===== config.mk =====
export PLATFORM = sky130hd
export DESIGN_NAME = lsu_mem_ctrl_flat
export DESIGN_NICKNAME = d
export VERILOG_FILES = /design/src/rtl/lsu_mem_ctrl_if.sv /design/src/rtl/lsu_mem_ctrl.sv /design/src/flat_wrapper.sv
export SDC_FILE = /design/constraint.sdc
export NUM_CORES = 1
export LEC_CHECK = 0
export ABC_AREA = 1
export CORE_MARGIN = 1.5
export CORE_UTILIZATION = 45
export CTS_BUF_LIST = sky130_fd_sc_hd__clkbuf_2 sky130_fd_sc_hd__clkbuf_4 sky130_fd_sc_hd__clkbuf_8
export DETAILED_ROUTE_END_ITERATION = 12
export HOLD_SLACK_MARGIN = 0.15
export PLACE_DENSITY = 0.84
export SLEW_MARGIN = 10
export SYNTH_ARGS = -nofsm -noshare
export SYNTH_HDL_FRONTEND = slang
export SYNTH_SLANG_ARGS = --single-unit

===== constraint.sdc =====
create_clock -name clk -period 1.7 [get_ports clk]
set_input_delay 0.17 -clock clk [delete_from_list [all_inputs] [get_ports clk]]
set_output_delay 0.17 -clock clk [all_outputs]
set_load 0.02 [all_outputs]

===== src/rtl/lsu_mem_ctrl_if.sv =====
// lsu_mem_ctrl_if: bundles the three handshakes of the load/store controller.
//   req_* : execute -> controller request (valid/ready)
//   mem_* : controller -> data memory access (req/ack)
//   rsp_* : controller -> L_type / writeback response (valid/ready)
// Modports:
//   slave  : the controller's view (takes requests, drives memory and responses)
//   master : the surrounding pipeline/memory view (drives requests, ack, rsp_ready)
interface lsu_mem_ctrl_if;
  // Request from execute
  logic        req_valid;
  logic        req_ready;
  logic        req_we;
  logic [2:0]  req_funct3;
  logic [31:0] req_addr;
  logic [31:0] req_wdata;
  // Data-memory bus
  logic        mem_req;
  logic        mem_we;
  logic [31:0] mem_addr;
  logic [3:0]  mem_be;
  logic [31:0] mem_wdata;
  logic        mem_ack;
  logic [31:0] mem_rdata;
  // Response to L_type / writeback
  logic        rsp_valid;
  logic        rsp_ready;
  logic        rsp_is_load;
  logic [2:0]  rsp_funct3;
  logic [31:0] rsp_daddr;
  logic [31:0] rsp_drdata;
  logic        rsp_err;

  modport slave (
    input  req_valid, req_we, req_funct3, req_addr, req_wdata,
    output req_ready,
    output mem_req, mem_we, mem_addr, mem_be, mem_wdata,
    input  mem_ack, mem_rdata,
    output rsp_valid, rsp_is_load, rsp_funct3, rsp_daddr, rsp_drdata, rsp_err,
    input  rsp_ready
  );

  modport master (
    output req_valid, req_we, req_funct3, req_addr, req_wdata,
    input  req_ready,
    input  mem_req, mem_we, mem_addr, mem_be, mem_wdata,
    output mem_ack, mem_rdata,
    input  rsp_valid, rsp_is_load, rsp_funct3, rsp_daddr, rsp_drdata, rsp_err,
    output rsp_ready
  );
endinterface


===== src/rtl/lsu_mem_ctrl.sv =====
// lsu_mem_ctrl: load/store memory-access controller feeding the L_type stage.
// Accepts one load/store at a time, checks funct3 legality and alignment,
// runs a req/ack access on the data-memory bus (byte enables, lane-replicated
// store data, timeout abort), then presents raw read word, byte address and
// funct3 as a response held until accepted.
// Ports:
//   clk   : clock, all state updates on rising edge
//   reset : synchronous, active-high reset
//   bus   : lsu_mem_ctrl_if.slave (req_*, mem_*, rsp_* handshakes)
// Parameters:
//   TIMEOUT : mem_req cycles without mem_ack before abort with error (>= 1)
module lsu_mem_ctrl #(
  parameter int unsigned TIMEOUT = 16
) (
  input  logic             clk,
  input  logic             reset,
  lsu_mem_ctrl_if.slave    bus
);

  localparam int unsigned CNT_W = (TIMEOUT > 1) ? $clog2(TIMEOUT) : 1;
  localparam logic [CNT_W-1:0] CNT_LAST = CNT_W'(TIMEOUT - 1);

  typedef enum logic [1:0] {
    IDLE   = 2'd0,
    ACCESS = 2'd1,
    RESP   = 2'd2
  } state_t;

  state_t             r_state;
  state_t             w_state_nxt;

  logic [CNT_W-1:0]   r_cnt;

  logic               r_mem_req;
  logic               r_mem_we;
  logic [31:0]        r_mem_addr;
  logic [3:0]         r_mem_be;
  logic [31:0]        r_mem_wdata;

  logic               r_rsp_is_load;
  logic [2:0]         r_rsp_funct3;
  logic [31:0]        r_rsp_daddr;
  logic [31:0]        r_rsp_drdata;
  logic               r_rsp_err;

  logic               w_accept;
  logic               w_illegal;
  logic               w_misaligned;
  logic               w_req_err;
  logic               w_tc;
  logic [3:0]         w_be;
  logic [31:0]        w_wdata;

  // Request decode: legality, alignment, byte enables, replicated store data
  always_comb begin
    w_illegal    = 1'b0;
    w_misaligned = 1'b0;
    w_be         = '0;
    w_wdata      = '0;

    if (bus.req_we) begin
      w_illegal = !(bus.req_funct3 inside {3'b000, 3'b001, 3'b010});
    end else begin
      w_illegal = !(bus.req_funct3 inside {3'b000, 3'b001, 3'b010, 3'b100, 3'b101});
    end

    // funct3[1:0] encodes access size for every legal code
    unique case (bus.req_funct3[1:0])
      2'b00: begin
        w_be    = 4'b0001 << bus.req_addr[1:0];
        w_wdata = {4{bus.req_wdata[7:0]}};
      end
      2'b01: begin
        w_misaligned = bus.req_addr[0];
        w_be         = bus.req_addr[1] ? 4'b1100 : 4'b0011;
        w_wdata      = {2{bus.req_wdata[15:0]}};
      end
      2'b10: begin
        w_misaligned = (bus.req_addr[1:0] != 2'b00);
        w_be         = 4'b1111;
        w_wdata      = bus.req_wdata;
      end
      default: begin
        w_be    = '0;
        w_wdata = '0;
      end
    endcase

    if (!bus.req_we) begin
      w_wdata = '0;
    end
  end

  assign w_req_err = w_illegal || w_misaligned;
  assign w_accept  = bus.req_valid && (r_state == IDLE);
  assign w_tc      = (r_cnt == CNT_LAST);

  // State register
  always_ff @(posedge clk) begin
    if (reset) begin
      r_state <= IDLE;
    end else begin
      r_state <= w_state_nxt;
    end
  end

  // Next-state logic
  always_comb begin
    w_state_nxt = r_state;
    unique case (r_state)
      IDLE: begin
        if (w_accept) begin
          w_state_nxt = w_req_err ? RESP : ACCESS;
        end
      end
      ACCESS: begin
        if (bus.mem_ack || w_tc) begin
          w_state_nxt = RESP;
        end
      end
      RESP: begin
        if (bus.rsp_ready) begin
          w_state_nxt = IDLE;
        end
      end
      default: w_state_nxt = IDLE;
    endcase
  end

  // Memory-bus and response registers
  always_ff @(posedge clk) begin
    if (reset) begin
      r_cnt         <= '0;
      r_mem_req     <= 1'b0;
      r_mem_we      <= 1'b0;
      r_mem_addr    <= '0;
      r_mem_be      <= '0;
      r_mem_wdata   <= '0;
      r_rsp_is_load <= 1'b0;
      r_rsp_funct3  <= '0;
      r_rsp_daddr   <= '0;
      r_rsp_drdata  <= '0;
      r_rsp_err     <= 1'b0;
    end else begin
      unique case (r_state)
        IDLE: begin
          if (w_accept) begin
            r_rsp_funct3  <= bus.req_funct3;
            r_rsp_daddr   <= bus.req_addr;
            r_rsp_is_load <= !bus.req_we;
            r_rsp_drdata  <= '0;
            r_rsp_err     <= w_req_err;
            r_cnt         <= '0;
            if (!w_req_err) begin
              r_mem_req   <= 1'b1;
              r_mem_we    <= bus.req_we;
              r_mem_addr  <= {bus.req_addr[31:2], 2'b00};
              r_mem_be    <= w_be;
              r_mem_wdata <= w_wdata;
            end
          end
        end
        ACCESS: begin
          // Ack takes priority over the terminal count
          if (bus.mem_ack) begin
            r_rsp_drdata <= r_rsp_is_load ? bus.mem_rdata : '0;
            r_rsp_err    <= 1'b0;
            r_mem_req    <= 1'b0;
            r_mem_we     <= 1'b0;
            r_mem_be     <= '0;
          end else if (w_tc) begin
            r_rsp_drdata <= '0;
            r_rsp_err    <= 1'b1;
            r_mem_req    <= 1'b0;
            r_mem_we     <= 1'b0;
            r_mem_be     <= '0;
          end else begin
            r_cnt <= r_cnt + CNT_W'(1);
          end
        end
        default: begin
        end
      endcase
    end
  end

  assign bus.req_ready   = (r_state == IDLE);
  assign bus.mem_req     = r_mem_req;
  assign bus.mem_we      = r_mem_we;
  assign bus.mem_addr    = r_mem_addr;
  assign bus.mem_be      = r_mem_be;
  assign bus.mem_wdata   = r_mem_wdata;
  assign bus.rsp_valid   = (r_state == RESP);
  assign bus.rsp_is_load = r_rsp_is_load;
  assign bus.rsp_funct3  = r_rsp_funct3;
  assign bus.rsp_daddr   = r_rsp_daddr;
  assign bus.rsp_drdata  = r_rsp_drdata;
  assign bus.rsp_err     = r_rsp_err;

endmodule


===== src/flat_wrapper.sv =====
// flat-port wrapper written by rule: the top's interface ports become plain ports
module lsu_mem_ctrl_flat 
#(
  parameter int unsigned TIMEOUT = 16
)
  (clk, reset, bus_req_valid, bus_req_we, bus_req_funct3, bus_req_addr, bus_req_wdata, bus_req_ready, bus_mem_req, bus_mem_we, bus_mem_addr, bus_mem_be, bus_mem_wdata, bus_mem_ack, bus_mem_rdata, bus_rsp_valid, bus_rsp_is_load, bus_rsp_funct3, bus_rsp_daddr, bus_rsp_drdata, bus_rsp_err, bus_rsp_ready);
  lsu_mem_ctrl_if bus_i ();
  input  logic clk;
  input  logic reset;
  input wire logic [$bits(bus_i.req_valid)-1:0] bus_req_valid;
  input wire logic [$bits(bus_i.req_we)-1:0] bus_req_we;
  input wire logic [$bits(bus_i.req_funct3)-1:0] bus_req_funct3;
  input wire logic [$bits(bus_i.req_addr)-1:0] bus_req_addr;
  input wire logic [$bits(bus_i.req_wdata)-1:0] bus_req_wdata;
  output wire logic [$bits(bus_i.req_ready)-1:0] bus_req_ready;
  output wire logic [$bits(bus_i.mem_req)-1:0] bus_mem_req;
  output wire logic [$bits(bus_i.mem_we)-1:0] bus_mem_we;
  output wire logic [$bits(bus_i.mem_addr)-1:0] bus_mem_addr;
  output wire logic [$bits(bus_i.mem_be)-1:0] bus_mem_be;
  output wire logic [$bits(bus_i.mem_wdata)-1:0] bus_mem_wdata;
  input wire logic [$bits(bus_i.mem_ack)-1:0] bus_mem_ack;
  input wire logic [$bits(bus_i.mem_rdata)-1:0] bus_mem_rdata;
  output wire logic [$bits(bus_i.rsp_valid)-1:0] bus_rsp_valid;
  output wire logic [$bits(bus_i.rsp_is_load)-1:0] bus_rsp_is_load;
  output wire logic [$bits(bus_i.rsp_funct3)-1:0] bus_rsp_funct3;
  output wire logic [$bits(bus_i.rsp_daddr)-1:0] bus_rsp_daddr;
  output wire logic [$bits(bus_i.rsp_drdata)-1:0] bus_rsp_drdata;
  output wire logic [$bits(bus_i.rsp_err)-1:0] bus_rsp_err;
  input wire logic [$bits(bus_i.rsp_ready)-1:0] bus_rsp_ready;
  assign bus_i.req_valid = bus_req_valid;
  assign bus_i.req_we = bus_req_we;
  assign bus_i.req_funct3 = bus_req_funct3;
  assign bus_i.req_addr = bus_req_addr;
  assign bus_i.req_wdata = bus_req_wdata;
  assign bus_req_ready = bus_i.req_ready;
  assign bus_mem_req = bus_i.mem_req;
  assign bus_mem_we = bus_i.mem_we;
  assign bus_mem_addr = bus_i.mem_addr;
  assign bus_mem_be = bus_i.mem_be;
  assign bus_mem_wdata = bus_i.mem_wdata;
  assign bus_i.mem_ack = bus_mem_ack;
  assign bus_i.mem_rdata = bus_mem_rdata;
  assign bus_rsp_valid = bus_i.rsp_valid;
  assign bus_rsp_is_load = bus_i.rsp_is_load;
  assign bus_rsp_funct3 = bus_i.rsp_funct3;
  assign bus_rsp_daddr = bus_i.rsp_daddr;
  assign bus_rsp_drdata = bus_i.rsp_drdata;
  assign bus_rsp_err = bus_i.rsp_err;
  assign bus_i.rsp_ready = bus_rsp_ready;
  lsu_mem_ctrl #(.TIMEOUT(TIMEOUT)) u_core (.clk(clk), .reset(reset), .bus(bus_i));
endmodule

== After elaboration in Yosys (flattened, before gate mapping) ==
Index checks and enable logic that the tools add are counted.
Cells by class
  multiplexer cells: 37
  $lt $le $gt $ge: 0
  reductions and logical operators: 19
  $mul: 0
  $add $sub $neg: 1
  equal/unequal tests: 16
  bitwise gates (word level): 1
  shift operators: 1
  div/mod/pow operators: 0
Operator list (count)
  $mux 32: 5
  $pmux 32 s3: 1
  $pmux 32 s2: 1
  $mux 4: 8
  $pmux 4 s2: 2
  $pmux 4 s3: 1
  $mux 1: 10
  $reduce_and 3->1: 3
  $mux 2: 4
  $pmux 1 s2: 4
  $reduce_and 4->1: 2
  $eq 3x3->1 const B: 2
  $ne 2x1->1 const B: 3
  $ne 2x2->1 const B: 3
  $pmux 2 s3: 1
  $reduce_bool 5->1: 1
  $add 4x1->4 const B: 1
  $eq 2x1->1 const B: 2
  $eq 2x2->1 const B: 2
  $eq 4x4->1 const B: 1
  $logic_not 2->1: 2
  $reduce_bool 2->1: 2
  $shl 1x2->4 const A: 1
  $eq 3x1->1 const B: 1
  other kinds (9): 12
Word-level totals
  memories: 0
  bits in latches: 0
  input bits: 105
  word-level logic and storage cells: 87
  bits in registers: 143
  memory bits (read-only): 0
  bits in writable memories: 0
  output and inout bits: 141

== Longest topological paths before layout ==
  depth in word-level cells: 8
  depth in mapped cells: 14
  mapped depth without buffers: 11

== Worst setup path before layout ==
Ideal clock, no wire load.
  path kind: input-to-reg
  from: in bus_req_funct3[0]
  to: reg u_core.r_mem_addr[11] (netlist: u_core.bus.mem_addr[11])
  setup time: 0.143 ns
  setup slack: 0.208 ns
  buffers on the path: 3
  data arrival time: 1.349 ns
  stages: 13
  required time: 1.557 ns
  path through: inv_1 > ha_1 > buf_2 > inv_2 > nand2_1 > nand3_2 > nand2_4 > nor2_8 > inv_4 > buf_12 > buf_12 > nand2_2 > a21oi_2
On the way
  cells in the longest elaborated chain, start to end: 7
  elaborated cells on any way between the ends: 16
  classes of those cells: eq/ne: 6; mux: 2; bitwise: 1; reduce/logical: 7
RTL lines
  from (decl): RTL line flat_wrapper.sv:12  | input wire logic [$bits(bus_i.req_funct3)-1:0] bus_req_funct3;
  $eq 3x1->1 (tied with other cells): RTL line lsu_mem_ctrl.sv:62, lsu_mem_ctrl.sv:64
  $reduce_bool 5->1 or $reduce_bool 3->1 (tied branches): RTL line lsu_mem_ctrl.sv:64, lsu_mem_ctrl.sv:62
  $logic_not 1->1 (on tied branches): RTL line lsu_mem_ctrl.sv:64, lsu_mem_ctrl.sv:62
  $mux 1: RTL line lsu_mem_ctrl.sv:61  | if (bus.req_we) begin
  $logic_or 1x1->1 *: RTL line lsu_mem_ctrl.sv:94  | assign w_req_err = w_illegal || w_misaligned;
  $not 1->1 (no source line) *
  $reduce_and 3->1 (no source line) *
  to (signal assigned): RTL line lsu_mem_ctrl.sv:157  | r_mem_addr <= {bus.req_addr[31:2], 2'b00};
  to (decl): RTL line lsu_mem_ctrl.sv:36  | logic [31:0] r_mem_addr;
Every way passes the cells marked *; elsewhere a longest branch is shown, timed or not.
A chain may end at the register's enable or synchronous reset.

== Worst setup path in the final report ==
  from: reg u_core.r_rsp_is_load (netlist: u_core.bus.rsp_is_load)
  to: out bus_rsp_is_load
RTL lines
  from (decl): RTL line lsu_mem_ctrl.sv:40  | logic r_rsp_is_load;
  from (signal assigned): RTL line lsu_mem_ctrl.sv:150  | r_rsp_is_load <= !bus.req_we;
  to (decl): RTL line flat_wrapper.sv:24  | output wire logic [$bits(bus_i.rsp_is_load)-1:0] bus_rsp_is_load;
No word-level cell between the ends.

==> results.json <==
{
  "areaGrowthSynthToFinish_pct": 49.96,
  "fin_crit_sh": 0.9585,
  "grt_first_pass_wirelength_um": 28010,
  "crit_buf_inv": 1,
  "peakVddDrop_mv": 0.3564,
  "cts_sinks": 143,
  "core_area_um2": 13300,
  "hold_path_end": "u_core.bus.rsp_funct3[0]",
  "critical_path_peak_fanout": 3,
  "setup_viol": 0,
  "tritoncts_clock_tree": "done",
  "io_pins": 246,
  "final_cell_area_um2": 9205,
  "global_route.overflow_total": 0,
  "critPathCaptureType": "output pin",
  "run_status": "completed",
  "grt_setup_unrepaired": "false",
  "worstPathCellList": "clkdlybuf4s50_1",
  "grt_use_total": 0.2456,
  "clock_latency_ns": 0.44,
  "fin_skew_ns": 0.008790,
  "die-area_um2": 14350,
  "avgSynthCellArea_um2": 7.780,
  "cell_count_after_synthesis": 789,
  "r2r.worst_path.cells": 8,
  "root_buffer": "sky130_fd_sc_hd__clkbuf_8",
  "cp_top_family": "buffers and inverters",
  "place_congestion": 0.8461,
  "ys_warn_count": 0,
  "grt_start_max_net_pins": 50,
  "floorplan.die.height_um": 119.8,
  "final_nets": 1147,
  "rr_startpoint": "u_core.r_state[0]",
  "crit_path_top_delay_cell": "sky130_fd_sc_hd__clkdlybuf4s50_1",
  "regToRegSetupSlack_ns": 0.26,
  "dp_hpwl_um": 12570,
  "detail_route.wirelength_um": 17480,
  "hold_path.class": "primary input to flop",
  "detail_route.drc_violations": 0,
  "yosysUniqueCellTypes": 29,
  "powerDensity_nw_per_um2": 866.1,
  "postCtsSetupBuffers": 0,
  "layout-drive-gt1-share": 0.1649,
  "ant_nets": 0,
  "critical_path_class": "flop to output pin",
  "timing.rr.end": "u_core.r_cnt[1]",
  "crit_path_max_incr_delay_ns": 0.65,
  "min-delay-start": "bus_req_funct3[0]",
  "detailedRoute.firstPassIterationCount": 5,
  "vias": 6029,
  "timing.final.crit_period_ns": 1.629,
  "grt_antenna_before_repair": 0,
  "die_x_um": 119.8,
  "clock_tree.buffer_depth": 2,
  "initial_core_utilization": 0.4617,
  "synth_area_um2": 6138,
  "cap_violations": 0,
  "yosysSeqAreaShare": 0.4664,
  "timing_max_transition_violations_final": 0,
  "placed_area_um2": 8826,
  "required_ns": 1.53,
  "clk_pin_slew_worst_paths_ns": 0.07,
  "detail_route.wl_per_cell_um": 14.27,
  "num_antenna_cells": 0,
  "placement_rows": 42,
  "numCtsBuffers": 17,
  "hold-path-cell-count": 4,
  "cts.htree.levels": 4,
  "via_to_cell_ratio": 4.922,
  "hold_viol": 0,
  "ys_ff_latch": 143,
  "power_total_mw": 7.972,
  "power_leakage_nw": 3.510,
  "fmax_mhz": 613.7,
  "timing.critical_path.arrival_ns": 1.46,
  "port_buffers": 243,
  "cp-start-kind": "flop",
  "via_count_of_the_first_global_routing_pass": 5820,
  "initialDrtViolationCount": 314
}
## timing repair
| action | CTS | global route |
|---|---|---|
| endpoints found under the setup margin | 2 | 2 |
| hold endpoints to repair | 12 | 0 |
| hold buffers | 1 | 0 |
| pin swaps | 0 | 1 |
| gates resized for setup | 3 | 3 |
## stage by stage
stage          setup TNS [ns]  worst slack (ns)  std cells    util  hold slack [ns]
3_5_place_dp           -19.91           -0.3154       1192  0.6638           0.4528
4_1_cts                     0           0.03452       1225  0.6920           0.2448
3_3_place_gp           -15.00           -0.2419       1192  0.6638           0.4469
5_1_grt                     0           0.01460       1225  0.6924           0.2122
6_report                    0           0.07053       1225  0.6924           0.2052
2_1_floorplan               0            0.2076        790       -           0.2601
## cells in the final DEF (no fill, tap or decap), drive strengths merged, types with 3 or more instances in the layout
master,count
nor2,100
clkdlybuf4s50,239
clkbuf,19
nand2,249
nand3,45
clkinvlp,3
buf,38
a21oi,101
inv,32
dfxtp,143
ha,6
clkinv,8
o21ai,56
## logic make-up after synthesis
logic type               synth area share
AND/OR/NAND/NOR                    0.2892
AO/OA/AOI/OAI                      0.1488
flip-flops                         0.4664
buffers and inverters             0.08275
adder cells (fa/ha/maj)           0.01223
other                           0.0006109
## state kept, by name (all words and copies together) (netlist names)
register	cells
u_core.bus.rsp_daddr	32
u_core.r_state	2
u_core.bus.mem_addr	30
u_core.bus.rsp_err	1
u_core.bus.rsp_drdata	32
u_core.bus.rsp_is_load	1
u_core.bus.mem_be	4
u_core.bus.mem_req	1
u_core.r_cnt	4
u_core.bus.mem_we	1
u_core.bus.mem_wdata	32
u_core.bus.rsp_funct3	3
## layout make-up
cell class / instances / area, µm²
Inverter: 31 / 118.9
Multi-Input combinational cell: 562 / 2781
Clock inverter: 13 / 116.4
Sequential cell: 143 / 2864
Tap cell: 176 / 220.2
Timing Repair Buffer: 281 / 2855
Fill cell: 1110 / 4090
Clock buffer: 19 / 249.0
## Yosys cell counts
cell | count | area share
sky130_fd_sc_hd__conb_1 | 1 | 0.00061
sky130_fd_sc_hd__and3_1 | 1 | 0.0010
sky130_fd_sc_hd__inv_2 | 7 | 0.0043
sky130_fd_sc_hd__nor2_1 | 95 | 0.058
sky130_fd_sc_hd__a21oi_2 | 34 | 0.049
sky130_fd_sc_hd__buf_4 | 6 | 0.0073
sky130_fd_sc_hd__nor3_1 | 2 | 0.0016
sky130_fd_sc_hd__nand2_2 | 32 | 0.033
sky130_fd_sc_hd__nor2_8 | 1 | 0.0033
sky130_fd_sc_hd__o21ai_1 | 5 | 0.0041
sky130_fd_sc_hd__nand2_4 | 3 | 0.0055
sky130_fd_sc_hd__buf_8 | 1 | 0.0024
sky130_fd_sc_hd__buf_2 | 13 | 0.011
sky130_fd_sc_hd__dfxtp_1 | 143 | 0.47
sky130_fd_sc_hd__buf_1 | 1 | 0.00061
sky130_fd_sc_hd__inv_1 | 23 | 0.014
sky130_fd_sc_hd__nand2_1 | 214 | 0.13
sky130_fd_sc_hd__nor2_2 | 2 | 0.0020
sky130_fd_sc_hd__nand3_1 | 28 | 0.023
sky130_fd_sc_hd__buf_6 | 5 | 0.0092
sky130_fd_sc_hd__clkbuf_1 | 21 | 0.013
sky130_fd_sc_hd__nor2_4 | 2 | 0.0037
sky130_fd_sc_hd__o21ai_0 | 51 | 0.042
sky130_fd_sc_hd__nand3_2 | 17 | 0.028
sky130_fd_sc_hd__buf_12 | 6 | 0.020
sky130_fd_sc_hd__clkbuf_2 | 1 | 0.00081
sky130_fd_sc_hd__a21oi_1 | 67 | 0.055
sky130_fd_sc_hd__inv_4 | 1 | 0.0010
sky130_fd_sc_hd__ha_1 | 6 | 0.012
## report_power, final
part	switching (mW)	internal, mW	total, mW
Combinational	0.972	0.848	1.82
Clock	1.31	1.19	2.50
Sequential	0.114	3.54	3.65
## metal layers
metal | share of wire | GRT usage | wire length, µm
met1 | 0.43 | 0.2946 | 7479
met2 | 0.47 | 0.4134 | 8284
met3 | 0.068 | 0.06131 | 1185
met4 | 0.030 | 0.1146 | 526
met5 | 0 | 0 | 0
## worst max path at each step
| stage | from | cells after the start | endpoint | slack [ns] |
|---|---|---|---|---|
| floorplan | bus_req_funct3[0] | 13 | u_core.bus.mem_addr[11] | 0.21 |
| global placement | bus_req_funct3[0] | 12 | u_core.bus.mem_wdata[23] | -0.24 |
| detailed placement | bus_req_funct3[0] | 10 | u_core.bus.mem_wdata[22] | -0.32 |
| CTS | u_core.bus.mem_addr[31] | 1 | bus_mem_addr[31] | 0.03 |
| global route | bus_req_funct3[1] | 13 | u_core.bus.mem_wdata[23] | 0.01 |
| finish | u_core.bus.rsp_is_load | 1 | bus_rsp_is_load | 0.07 |
(Power assumes the default switching activity.)
